<file path="src/rtl/ccff_chain_loader.sv">
// ccff_chain_loader
//
// Configuration-chain sequencer for one programmable tile. Bitstream words
// arrive on a valid/ready stream. Each word is serialized LSB-first onto
// ccff_head, and config_enable qualifies every shift. Delivered bits are
// counted against CHAIN_LEN, and a one-cycle done pulse marks a complete load.
//
// Optional feature macro: CCFF_READBACK_EN
//   When it is defined, a CRC-8 (poly 0x07, init 0x00) is accumulated over
//   the driven bits. After the last bit, the chain is recirculated for
//   CHAIN_LEN cycles with ccff_head = ccff_tail, and a second CRC is taken
//   over the tail bits. If the two CRCs differ, err is set instead of done.
//   When it is undefined, ccff_tail is not used.
//
// Parameters
//   CHAIN_LEN  number of configuration flops in the target chain (>= 1)
//   WORD_W     bitstream word width (>= 1)
//   CNT_W      bit counter width, 2**CNT_W > CHAIN_LEN
//
// Ports
//   prog_clock     configuration clock, all state on the rising edge
//   global_reset   synchronous active-high reset
//   start          begin a chain load (honoured in idle only)
//   abort          stop the current load, return to idle, set err
//   bs_data        bitstream word, bit 0 is shifted first
//   bs_valid       bs_data valid
//   bs_ready       loader accepts a word this cycle
//   ccff_head      serial config bit to the chain head
//   ccff_tail      serial output of the chain tail
//   config_enable  chain shift enable
//   busy           loader is not idle
//   done           one-cycle pulse on successful completion
//   err            sticky error, cleared by an accepted start or by reset
//   bit_count      bits shifted in the current or last load

module ccff_chain_loader #(
    parameter int unsigned CHAIN_LEN = 5,
    parameter int unsigned WORD_W    = 8,
    parameter int unsigned CNT_W     = 16
) (
    input  logic              prog_clock,
    input  logic              global_reset,
    input  logic              start,
    input  logic              abort,
    input  logic [WORD_W-1:0] bs_data,
    input  logic              bs_valid,
    output logic              bs_ready,
    output logic              ccff_head,
    input  logic              ccff_tail,
    output logic              config_enable,
    output logic              busy,
    output logic              done,
    output logic              err,
    output logic [CNT_W-1:0]  bit_count
);

    localparam logic [CNT_W-1:0] LenC  = CNT_W'(CHAIN_LEN);
    // Largest slice a single word can contribute; min(WORD_W, CHAIN_LEN) fits CNT_W.
    localparam logic [CNT_W-1:0] WordC = (WORD_W < CHAIN_LEN) ? CNT_W'(WORD_W) : LenC;
    localparam logic [CNT_W-1:0] OneC  = CNT_W'(1);

`ifdef CCFF_READBACK_EN
    typedef enum logic [2:0] {
        StIdle   = 3'd0,
        StLoad   = 3'd1,
        StShift  = 3'd2,
        StVerify = 3'd3,
        StFinish = 3'd4
    } state_e;
`else
    typedef enum logic [2:0] {
        StIdle   = 3'd0,
        StLoad   = 3'd1,
        StShift  = 3'd2,
        StFinish = 3'd4
    } state_e;
`endif

    state_e             state_q, state_d;
    logic [WORD_W-1:0]  sreg_q, sreg_d;   // bits of the word still to follow ccff_head
    logic [CNT_W-1:0]   rem_q, rem_d;     // bits of the current word left, including head
    logic               head_q, head_d;
    logic               cen_q, cen_d;
    logic               done_q, done_d;
    logic               err_q, err_d;
    logic [CNT_W-1:0]   cnt_q, cnt_d;

    logic [CNT_W-1:0]   left;
    logic [CNT_W-1:0]   take;
    logic [CNT_W-1:0]   cnt_inc;

    assign left    = LenC - cnt_q;
    assign take    = (left < WordC) ? left : WordC;
    assign cnt_inc = cnt_q + OneC;

`ifdef CCFF_READBACK_EN
    logic [7:0]        crc_tx_q, crc_tx_d;
    logic [7:0]        crc_rx_q, crc_rx_d;
    logic [CNT_W-1:0]  vcnt_q, vcnt_d;
    logic [7:0]        crc_tx_step;
    logic [7:0]        crc_rx_step;

    // Serial CRC-8, polynomial x^8 + x^2 + x + 1, MSB-side feedback.
    function automatic logic [7:0] crc8_step(input logic [7:0] crc, input logic b);
        logic fb;
        fb = crc[7] ^ b;
        return {crc[6:0], 1'b0} ^ (fb ? 8'h07 : 8'h00);
    endfunction

    assign crc_tx_step = crc8_step(crc_tx_q, head_q);
    assign crc_rx_step = crc8_step(crc_rx_q, ccff_tail);
`else
    logic unused_tail;
    assign unused_tail = ccff_tail;
`endif

    // Next-state logic
    always_comb begin
        state_d = state_q;
        sreg_d  = sreg_q;
        rem_d   = rem_q;
        head_d  = head_q;
        cen_d   = cen_q;
        done_d  = 1'b0;
        err_d   = err_q;
        cnt_d   = cnt_q;
`ifdef CCFF_READBACK_EN
        crc_tx_d = crc_tx_q;
        crc_rx_d = crc_rx_q;
        vcnt_d   = vcnt_q;
`endif
        unique case (state_q)
            StIdle: begin
                cen_d = 1'b0;
                if (start) begin
                    state_d = StLoad;
                    cnt_d   = '0;
                    err_d   = 1'b0;
`ifdef CCFF_READBACK_EN
                    crc_tx_d = 8'h00;
`endif
                end
            end

            StLoad: begin
                // The handshake still happens on an abort, but the word is dropped.
                if (abort) begin
                    state_d = StIdle;
                    cen_d   = 1'b0;
                    head_d  = 1'b0;
                    err_d   = 1'b1;
                end else if (bs_valid) begin
                    state_d = StShift;
                    head_d  = bs_data[0];
                    sreg_d  = bs_data >> 1;
                    rem_d   = take;
                    cen_d   = 1'b1;
                end
            end

            StShift: begin
                if (abort) begin
                    // The bit on the head this cycle is not counted.
                    state_d = StIdle;
                    cen_d   = 1'b0;
                    head_d  = 1'b0;
                    err_d   = 1'b1;
                end else begin
                    cnt_d = cnt_inc;
`ifdef CCFF_READBACK_EN
                    crc_tx_d = crc_tx_step;
`endif
                    if (rem_q == OneC) begin
                        if (cnt_inc == LenC) begin
`ifdef CCFF_READBACK_EN
                            state_d  = StVerify;
                            cen_d    = 1'b1;
                            vcnt_d   = '0;
                            crc_rx_d = 8'h00;
`else
                            state_d = StFinish;
                            cen_d   = 1'b0;
                            head_d  = 1'b0;
                            done_d  = 1'b1;
`endif
                        end else begin
                            // Bubble: the head holds its last bit while the next word loads.
                            state_d = StLoad;
                            cen_d   = 1'b0;
                        end
                    end else begin
                        rem_d  = rem_q - OneC;
                        head_d = sreg_q[0];
                        sreg_d = sreg_q >> 1;
                    end
                end
            end

`ifdef CCFF_READBACK_EN
            StVerify: begin
                if (abort) begin
                    state_d = StIdle;
                    cen_d   = 1'b0;
                    head_d  = 1'b0;
                    err_d   = 1'b1;
                end else begin
                    crc_rx_d = crc_rx_step;
                    vcnt_d   = vcnt_q + OneC;
                    // A full rotation of CHAIN_LEN shifts restores the chain contents.
                    if (vcnt_q == LenC - OneC) begin
                        cen_d  = 1'b0;
                        head_d = 1'b0;
                        if (crc_rx_step == crc_tx_q) begin
                            state_d = StFinish;
                            done_d  = 1'b1;
                        end else begin
                            state_d = StIdle;
                            err_d   = 1'b1;
                        end
                    end
                end
            end
`endif

            StFinish: begin
                state_d = StIdle;
                cen_d   = 1'b0;
                head_d  = 1'b0;
            end

            default: begin
                state_d = StIdle;
                cen_d   = 1'b0;
                head_d  = 1'b0;
            end
        endcase
    end

    // State registers
    always_ff @(posedge prog_clock) begin
        if (global_reset) begin
            state_q <= StIdle;
            sreg_q  <= '0;
            rem_q   <= '0;
            head_q  <= 1'b0;
            cen_q   <= 1'b0;
            done_q  <= 1'b0;
            err_q   <= 1'b0;
            cnt_q   <= '0;
`ifdef CCFF_READBACK_EN
            crc_tx_q <= 8'h00;
            crc_rx_q <= 8'h00;
            vcnt_q   <= '0;
`endif
        end else begin
            state_q <= state_d;
            sreg_q  <= sreg_d;
            rem_q   <= rem_d;
            head_q  <= head_d;
            cen_q   <= cen_d;
            done_q  <= done_d;
            err_q   <= err_d;
            cnt_q   <= cnt_d;
`ifdef CCFF_READBACK_EN
            crc_tx_q <= crc_tx_d;
            crc_rx_q <= crc_rx_d;
            vcnt_q   <= vcnt_d;
`endif
        end
    end

    // Outputs
    assign bs_ready      = (state_q == StLoad);
    assign busy          = (state_q != StIdle);
    assign config_enable = cen_q;
    assign done          = done_q;
    assign err           = err_q;
    assign bit_count     = cnt_q;

`ifdef CCFF_READBACK_EN
    // The chain tail recirculates into the head during verification.
    assign ccff_head = (state_q == StVerify) ? ccff_tail : head_q;
`else
    assign ccff_head = head_q;
`endif

endmodule

</file>
<file path="config.mk">
export PLATFORM = sky130hd
export DESIGN_NAME = ccff_chain_loader
export DESIGN_NICKNAME = d
export VERILOG_FILES = /design/src/rtl/ccff_chain_loader.sv
export SDC_FILE = /design/constraint.sdc
export NUM_CORES = 1
export LEC_CHECK = 0
export ABC_AREA = 1
export CORE_MARGIN = 5
export CORE_UTILIZATION = 55
export CTS_BUF_LIST = sky130_fd_sc_hd__clkbuf_4
export CTS_CLUSTER_DIAMETER = 150
export CTS_CLUSTER_SIZE = 10
export DETAILED_ROUTE_END_ITERATION = 6
export HOLD_SLACK_MARGIN = 0.12
export PLACE_DENSITY = 0.82
export SLEW_MARGIN = 20
export SYNTH_ARGS = -nofsm -noshare
export SYNTH_HDL_FRONTEND = slang
export SYNTH_SLANG_ARGS = --single-unit
</file>
<file path="constraint.sdc">
create_clock -name prog_clock -period 4.5 [get_ports prog_clock]
set_input_delay 1.125 -clock prog_clock [delete_from_list [all_inputs] [get_ports prog_clock]]
set_output_delay 1.125 -clock prog_clock [all_outputs]
set_load 0.03 [all_outputs]
</file>
==> results.cfg, run 1 <==
[status]
status = completed

[yosys]
netlist_area_um2 = 3030
postSynthCellCount = 469
yosysTopAreaCellShare = 0.304
yosysWarnings = 0
synth_top_area_cell = dfxtp_1
syn_avg_cell_area_um2 = 6.47
ys_seq_elements = 46
synth-edff-count = 0
synth_commonest_cells = nand2_1 (134), inv_1 (51), dfxtp_1 (46)
async_flop_share = 0
synth_seq_area_share = 0.304
synth.most_common_cell = nand2_1
synthFlopType = dfxtp_1
syn_nets = 490
yosys.cell_types.count = 35
netlist_top_cells_area = dfxtp_1 (30%), nand2_1 (17%), inv_1 (6.3%)

[routing]
drc = 0
wl_per_cell_um = 12.2
drt_iter0_drc = 189
vias = 2999
wl_um = 6960
post_drt_via_cell_ratio = 5.27
drtAntennaViolNets = 0
first_pass_iters = 5

[worst_setup_path]
end_kind = output pin
r2r_cells = 12
path_cells = nor2_4 > inv_1 > nor2_1 > inv_1 > clkdlybuf4s50_1
cpPeakStageDelay_ns = 0.60
r2r_slack_ns = 2.39
cp_num_buf_inv = 3
crit_slowest_cell = clkdlybuf4s50_1
crit_family = buffers and inverters
crit_type = reg -> out
worst_setup_path_start_kind = flip-flop
crit_arrival_ns = 1.91
r2r_end = rem_q[15]
cp_max_fo = 5
timing.rr.start = state_q[0]
crit_top_cell = inv_1
cp.required_ns = 3.38

[run]
cap_violations = 0

[hold_path]
whs_path_depth = 2
hp-class = reg -> reg
min_to = err
hp-start = err

[grt]
grt_use_total = 0.204
grt_pass1_wl_um = 12300
grt_pass1_vias = 2753
antenna_found_initial = 0
globalRouteOverflowTotal = 0
gr-usage-met1 = 0.259
grt_start_max_net_pins = 29
use_met2 = 0.352
use_met3 = 0.0471
grt.busiest_layer = met2

[clock_network]
cts_buffer_depth = 2
postCtsSetupBuffers = 0
cts_buffers = 5
cts_sinks = 46
ctsResizeCount = 0
htreeDepth = 2
cts.root.buffer_cell = clkbuf_4
clk_latency_ns = 0.37
ctsHoldBuffers = 0
cts_tree = done
clk_pin_slew_worst_paths_ns = 0.13

[pwr]
power_density_nw_per_um2 = 292
power.switching_uw = 353
leakage_nw = 1.50
finalPower_mw = 1.01
p_seq_frac = 0.457
p_clk_frac = 0.248
internal_power_uw = 658
switching_share = 0.349
comb_power_share = 0.294
ir_drop_v = 0.000177

[die]
ios = 36
start_util = 0.558
die_height_um = 84.3
core_area_um2 = 5440
num_rows = 27
die_w_um = 84.3
dieArea_um2 = 7100

[timing]
fmax_mhz = 329
rsz0062_at_grt = no
maxSlewHeadroom = 0.665
period_needed_ns = 3.04
timing.clock.skew_ns = 0.00943
fin_crit_sh = 0.675
worst_pin_slew_ns = 0.502
final.setup.tns_ns = 0
layout_setup_ws_ns = 1.46
drv_slew = 0
setup_viol = 0
hold_viol = 0

[layout]
syn2layout_area_growth_pct = 14.2
n_antenna_cell = 0
stdcell_area_um2 = 3460
drive_gt1_frac = 0.0845
final_nets = 518

[place]
dp_worst_setup_slack_ns = 1.26
dp_hpwl_um = 5050
port_buffers = 34
place_area_um2 = 3390
gp_congestion = 0.899
==> worst max path at each step <==
stage	start	endpoint	slack (ns)	cells after the start
2_1_floorplan	abort	rem_q[15]	2.44	8
3_3_place_gp	abort	rem_q[15]	1.29	11
3_5_place_dp	abort	rem_q[11]	1.26	11
4_1_cts	state_q[0]	busy	1.46	5
5_1_grt	state_q[0]	busy	1.38	5
6_report	state_q[0]	busy	1.46	5
==> metrics by stage <==
| stage | util | hold WS (ns) | instances |
|---|---|---|---|
| floorplan | - | 0.444 | 469 |
| finish | 0.637 | 0.476 | 569 |
| global placement | 0.623 | 0.453 | 562 |
| detailed placement | 0.623 | 0.461 | 562 |
| global route | 0.637 | 0.500 | 569 |
| CTS | 0.637 | 0.480 | 569 |
==> state kept, by name, indices dropped and copies added (netlist names) <==
signal	count
ccff_head	1
bit_count	16
err	1
state_q	3
done	1
sreg_q	7
config_enable	1
rem_q	16
==> layout by cell type, fill, tap and decap left out, drive strengths merged, types with 2 or more instances in the layout <==
| cell type | count |
|---|---|
| a21oi | 37 |
| ha | 7 |
| inv | 55 |
| nand2 | 144 |
| o211ai | 2 |
| nor3 | 5 |
| xor2 | 9 |
| nor2 | 60 |
| o21ai | 21 |
| clkdlybuf4s50 | 34 |
| dfxtp | 46 |
| xnor2 | 2 |
| buf | 2 |
| nand3 | 39 |
| nand4 | 9 |
| a211oi | 5 |
| clkinv | 2 |
| nor3b | 2 |
| a31oi | 7 |
| clkbuf | 5 |
==> power groups by stage <==
stage,sequential [mW],combinational [mW],clock (mW)
finish,0.462,0.298,0.251
global placement,0.470,0.288,0
detailed placement,0.471,0.295,0
floorplan,0.473,0.224,0
global route,0.467,0.337,0.270
CTS,0.462,0.297,0.257
==> routing by layer <==
layer	part of all wire	vias to the layer above	wire, um
met5	0	-	0
met4	0.0088	0	61
met3	0.055	6	385
met2	0.49	65	3380
met1	0.45	1364	3140
li1	-	1564	-
==> worst reg2reg max path: stages, from the launching register on <==
cell     delay (ns)
dfxtp_1        0.36
nor2_4         0.14
nand2_4        0.15
nor2_8         0.30
inv_2          0.15
a21oi_4        0.19
nand2_4        0.16
inv_6          0.21
nand2_2        0.09
nand2_2        0.10
inv_2          0.06
o21ai_0        0.07
a21oi_1        0.05
==> cells by family after synthesis <==
group / Yosys count / synth area share
buf+inv: 71 / 0.0998
xor+xnor: 11 / 0.0318
fa+ha+maj: 7 / 0.0289
flops: 46 / 0.304
compound gates: 72 / 0.131
simple gates: 262 / 0.405
==> final cells by class <==
type                       count  area, um^2
timing repair buffer          36         355
clock inverter                 2        33.8
clock buffer                   5        37.5
multi-input combinational    352        1810
sequential                    46         921
fill                         513        1980
inverter                      56         215
tap                           72        90.1
(Power assumes the default switching activity.)
==> run 2: changes to the inputs <==
--- a/config.mk
+++ b/config.mk
@@ -7,7 +7,7 @@
 export LEC_CHECK = 0
 export ABC_AREA = 1
 export CORE_MARGIN = 5
-export CORE_UTILIZATION = 55
+export CORE_UTILIZATION = 53
 export CTS_BUF_LIST = sky130_fd_sc_hd__clkbuf_4
 export CTS_CLUSTER_DIAMETER = 150
 export CTS_CLUSTER_SIZE = 10
==> constraint.sdc (replaced) <==
create_clock -name prog_clock -period 2.6 [get_ports prog_clock]
set_input_delay 0.65 -clock prog_clock [delete_from_list [all_inputs] [get_ports prog_clock]]
set_output_delay 0.65 -clock prog_clock [all_outputs]
set_load 0.03 [all_outputs]
==> run 2 against run 1 <==
Core utilization down 0.67 points. Worst hold slack improved by 0.0049 ns. Non-clock buffer count up 2. Power up 76%. Critical path depth is the same. Cell count rose by 0.53%. Sequential share of layout area shrank 0.21 points. Sequential power grew 73%. Worst setup slack got worse by 1.3 ns. Clock skew up 0.015 ns. Flip-flop and latch count is the same. First-iteration DRC count up 23%. Critical endpoint is now bs_ready.
==> results.cfg, run 2 (synthesis results as in run 1) <==
[timing]
layout_setup_ws_ns = 0.119
drv_slew = 0
rsz0062_at_grt = no
setup_viol = 0
final.setup.tns_ns = 0
timing.clock.skew_ns = 0.0242
maxSlewHeadroom = 0.660
fin_crit_sh = 0.954
period_needed_ns = 2.48
fmax_mhz = 403
worst_pin_slew_ns = 0.510
hold_viol = 0

[worst_setup_path]
worst_setup_path_start_kind = flip-flop
crit_family = buffers and inverters
path_cells = inv_1 > nor2_2 > nand2_2 > inv_1 > clkdlybuf4s50_1
cpPeakStageDelay_ns = 0.68
end_kind = output pin
crit_type = reg -> out
crit_slowest_cell = clkdlybuf4s50_1
cp_num_buf_inv = 3
cp.required_ns = 1.95
crit_arrival_ns = 1.83
cp_max_fo = 4
crit_top_cell = inv_1

[routing]
drc = 0
first_pass_iters = 5
drtAntennaViolNets = 0
drt_iter0_drc = 232
post_drt_via_cell_ratio = 5.33
vias = 3051
wl_per_cell_um = 12.4
wl_um = 7110

[layout]
final_nets = 520
fillers = 541
final_cell_mix = nand2_1 (134), inv_1 (51), dfxtp_1 (46), nor2_1 (44), a21oi_1 (36)
n_antenna_cell = 0
stdcell_area_um2 = 3490
syn2layout_area_growth_pct = 15.1
final_common_cell = nand2_1
drive_gt1_frac = 0.0940

[clock_network]
cts_tree = done
clk_latency_ns = 0.38
cts_sinks = 46
cts_buffers = 5
cts_buffer_depth = 2
clk_pin_slew_worst_paths_ns = 0.16
cts.root.buffer_cell = clkbuf_4
ctsResizeCount = 0
ctsHoldBuffers = 0
postCtsSetupBuffers = 0
htreeDepth = 2

[place]
gp_congestion = 0.897
place_area_um2 = 3410
dp_hpwl_um = 5140
port_buffers = 34
dp_worst_setup_slack_ns = 0.196

[pwr]
ir_drop_v = 0.000333
leakage_nw = 1.52
power_density_nw_per_um2 = 511

[grt]
globalRouteOverflowTotal = 0
grt_start_max_net_pins = 29
grt_use_total = 0.203
grt_pass1_vias = 2857
antenna_found_initial = 0
grt_pass1_wl_um = 12500

[die]
dieArea_um2 = 7340
start_util = 0.547
core_area_um2 = 5540
die_w_um = 85.6
num_rows = 27
die_height_um = 85.6
ios = 36

[status]
status = completed

[run]
cap_violations = 0

[hold_path]
hp-class = reg -> reg
[run 2: per-stage QoR]
step,hold WS [ns],utilization,total power [mW],instances
2_1_floorplan,0.444,-,1.21,469
5_1_grt,0.512,0.630,1.90,572
6_report,0.481,0.630,1.78,572
3_3_place_gp,0.452,0.615,1.32,564
3_5_place_dp,0.463,0.615,1.33,564
4_1_cts,0.483,0.629,1.79,572
[run 2: worst paths after layout]
kind | end | slack, ns | start | cells after the start
worst max-delay path | bs_ready | 0.12 | state_q[0] | 5
worst min-delay path | sreg_q[6] | 0.48 | sreg_q[6] | 2
worst max register to register | ccff_head | 0.60 | bit_count[1] | 12
worst min register to register | sreg_q[6] | 0.48 | sreg_q[6] | 2
[run 2: layout make-up]
type | instances | area [um^2] | share of cell area
Inverter | 56 | 215 | 0.0617
Multi-Input combinational cell | 352 | 1810 | 0.519
Clock buffer | 5 | 37.5 | 0.0108
Clock inverter | 3 | 43.8 | 0.0125
Sequential cell | 46 | 921 | 0.264
Timing Repair Buffer | 38 | 370 | 0.106
Tap cell | 72 | 90.1 | 0.0258
[run 2: report_power, final]
group	internal (mW)	switching (mW)
Clock	0.205	0.253
Sequential	0.761	0.0403
Combinational	0.187	0.338
Total	1.15	0.631
[run 2: tightest hold or removal path, delay by kind of cell, from the launching register on]
family | cells | cell delay (ns)
compound gates | 1 | 0.05
simple gates | 1 | 0.06
flops | 1 | 0.34
[run 2: layer usage]
layer  share of wire  track usage  vias to the layer above
met5               0            0                        -
met4           0.010       0.0475                        0
met3           0.059       0.0375                        7
met2            0.48        0.347                       91
met1            0.45        0.265                     1385
li1                -            -                     1568
==> run 3: changes to the inputs <==
--- a/config.mk
+++ b/config.mk
@@ -6,6 +6,7 @@
 export NUM_CORES = 1
 export LEC_CHECK = 0
 export ABC_AREA = 1
+export CORE_ASPECT_RATIO = 1.4
 export CORE_MARGIN = 5
 export CORE_UTILIZATION = 53
 export CTS_BUF_LIST = sky130_fd_sc_hd__clkbuf_4
@@ -14,7 +15,7 @@
 export DETAILED_ROUTE_END_ITERATION = 6
 export HOLD_SLACK_MARGIN = 0.12
 export PLACE_DENSITY = 0.82
-export SLEW_MARGIN = 20
+export SLEW_MARGIN = 30
 export SYNTH_ARGS = -nofsm -noshare
 export SYNTH_HDL_FRONTEND = slang
 export SYNTH_SLANG_ARGS = --single-unit
==> run 3 against run 2 <==
Sequential power about the same. Critical endpoint unchanged. Non-clock buffer count up 2. Combinational power about the same. Largest cell class unchanged. Highest routed layer unchanged. Sequential share of layout area up 0.15 points. Register-to-register slack worse by 0.11 ns. Die area up 0.30%. Clock-buffer cell count up 1. Cell count down 0.35%. First-iteration DRC count down 38%. Flip-flop and latch count unchanged. Global-route usage down 0.26 points. Largest power group unchanged. Wire length down 1.0%.
==> results.cfg, run 3 (synthesis results as in run 1) <==
[place]
dp_hpwl_um = 5300
port_buffers = 34
place_area_um2 = 3420
gp_congestion = 0.896

[timing]
fin_crit_sh = 0.967
period_needed_ns = 2.51
drv_slew = 0
hold_slack_ns = 0.475
timing.clock.skew_ns = 0.0152
worst_pin_slew_ns = 0.515
fmax_mhz = 398
final.setup.tns_ns = 0
rsz0062_at_grt = no
setup_viol = 0
hold_viol = 0
maxSlewHeadroom = 0.654

[clock_network]
cts_tree = done
clk_latency_ns = 0.36
cts_sinks = 46
cts_buffers = 5
ctsResizeCount = 0
cts_buffer_depth = 2
cts.root.buffer_cell = clkbuf_4
htreeDepth = 2
clk_pin_slew_worst_paths_ns = 0.14
ctsHoldBuffers = 0
postCtsSetupBuffers = 0

[worst_setup_path]
r2r_slack_ns = 0.49
cp.required_ns = 1.95
crit_arrival_ns = 1.86
cpPeakStageDelay_ns = 0.70
endpoint = bs_ready
crit_type = reg -> out
crit_slowest_cell = clkdlybuf4s50_1
r2r_cells = 14
timing.rr.start = bit_count[2]
startpoint = state_q[0]
cp_max_fo = 4
worst_setup_path_start_kind = flip-flop
end_kind = output pin
path_cells = inv_1 > nor2_2 > nand2_2 > inv_1 > clkdlybuf4s50_1
crit_top_cell = inv_1
r2r_end = ccff_head

[die]
start_util = 0.549
dieArea_um2 = 7360
core_area_um2 = 5530
ios = 36
die_height_um = 99.5
die_w_um = 73.9
num_rows = 32

[routing]
first_pass_iters = 4
drt_iter0_drc = 144
drc = 0
post_drt_via_cell_ratio = 5.33
vias = 3036
wl_um = 7040
wl_per_cell_um = 12.3
drtAntennaViolNets = 0

[layout]
multi_input_area_um2 = 1810
final_cell_mix = nand2_1 (134), inv_1 (51), dfxtp_1 (46), nor2_1 (45), a21oi_1 (36)
drive_gt1_frac = 0.0936
seqCellArea_um2 = 921
fillers = 528
final_common_cell = nand2_1
syn2layout_area_growth_pct = 14.4
n_antenna_cell = 0
final_nets = 522
stdcell_area_um2 = 3470

[pwr]
finalPower_mw = 1.67
leakage_nw = 1.52
power_density_nw_per_um2 = 481
ir_drop_v = 0.000371

[grt]
grt_pass1_wl_um = 12000
grt_use_total = 0.200
globalRouteOverflowTotal = 0
grt_start_max_net_pins = 29
antenna_found_initial = 0
grt_pass1_vias = 2869

[run]
cap_violations = 0

[hold_path]
hp-class = reg -> reg

[status]
status = completed
-- run 3: final cells by class --
| type | instances | share of cell area |
|---|---|---|
| multi-input combinational | 352 | 0.521 |
| clock buffer | 6 | 0.0130 |
| clock inverter | 2 | 0.00252 |
| timing repair buffer | 40 | 0.111 |
| sequential | 46 | 0.265 |
| inverter | 56 | 0.0620 |
| tap | 68 | 0.0245 |
-- run 3: report_power, final --
part	total, mW	switching, mW	internal, mW
Clock	0.341	0.229	0.112
Sequential	0.801	0.0409	0.761
Combinational	0.528	0.337	0.191
Total	1.67	0.606	1.06
-- run 3: routing by layer --
metal  wire length (um)  GRT usage  vias up
met3                226     0.0303       16
met4                171     0.0753        0
li1                   -          -     1571
met5                  0          0        -
met1               2790      0.207     1397
met2               3850      0.387       52
-- run 3: worst min path at each step --
stage | startpoint | to | slack (ns) | depth (start not counted)
finish | config_enable | config_enable | 0.47 | 2
global route | err | err | 0.50 | 2
CTS | err | err | 0.48 | 2
detailed placement | err | err | 0.46 | 2
global placement | err | err | 0.45 | 2
floorplan | sreg_q[6] | sreg_q[6] | 0.44 | 2
-- run 3: through the flow --
stage                     worst slack, ns  cells  utilization
after global placement              0.237    562        0.618
after CTS                          0.0773    570        0.628
after global routing               0.0313    570        0.628
after detailed placement            0.185    562        0.618
after floorplan                     0.605    469            -
final                              0.0855    570        0.628
-- run 3: worst max-delay path, delay by kind of cell (launching register included) --
family | cells | cell delay (ns)
simple gates | 2 | 0.19
buf+inv | 3 | 0.89
flops | 1 | 0.41
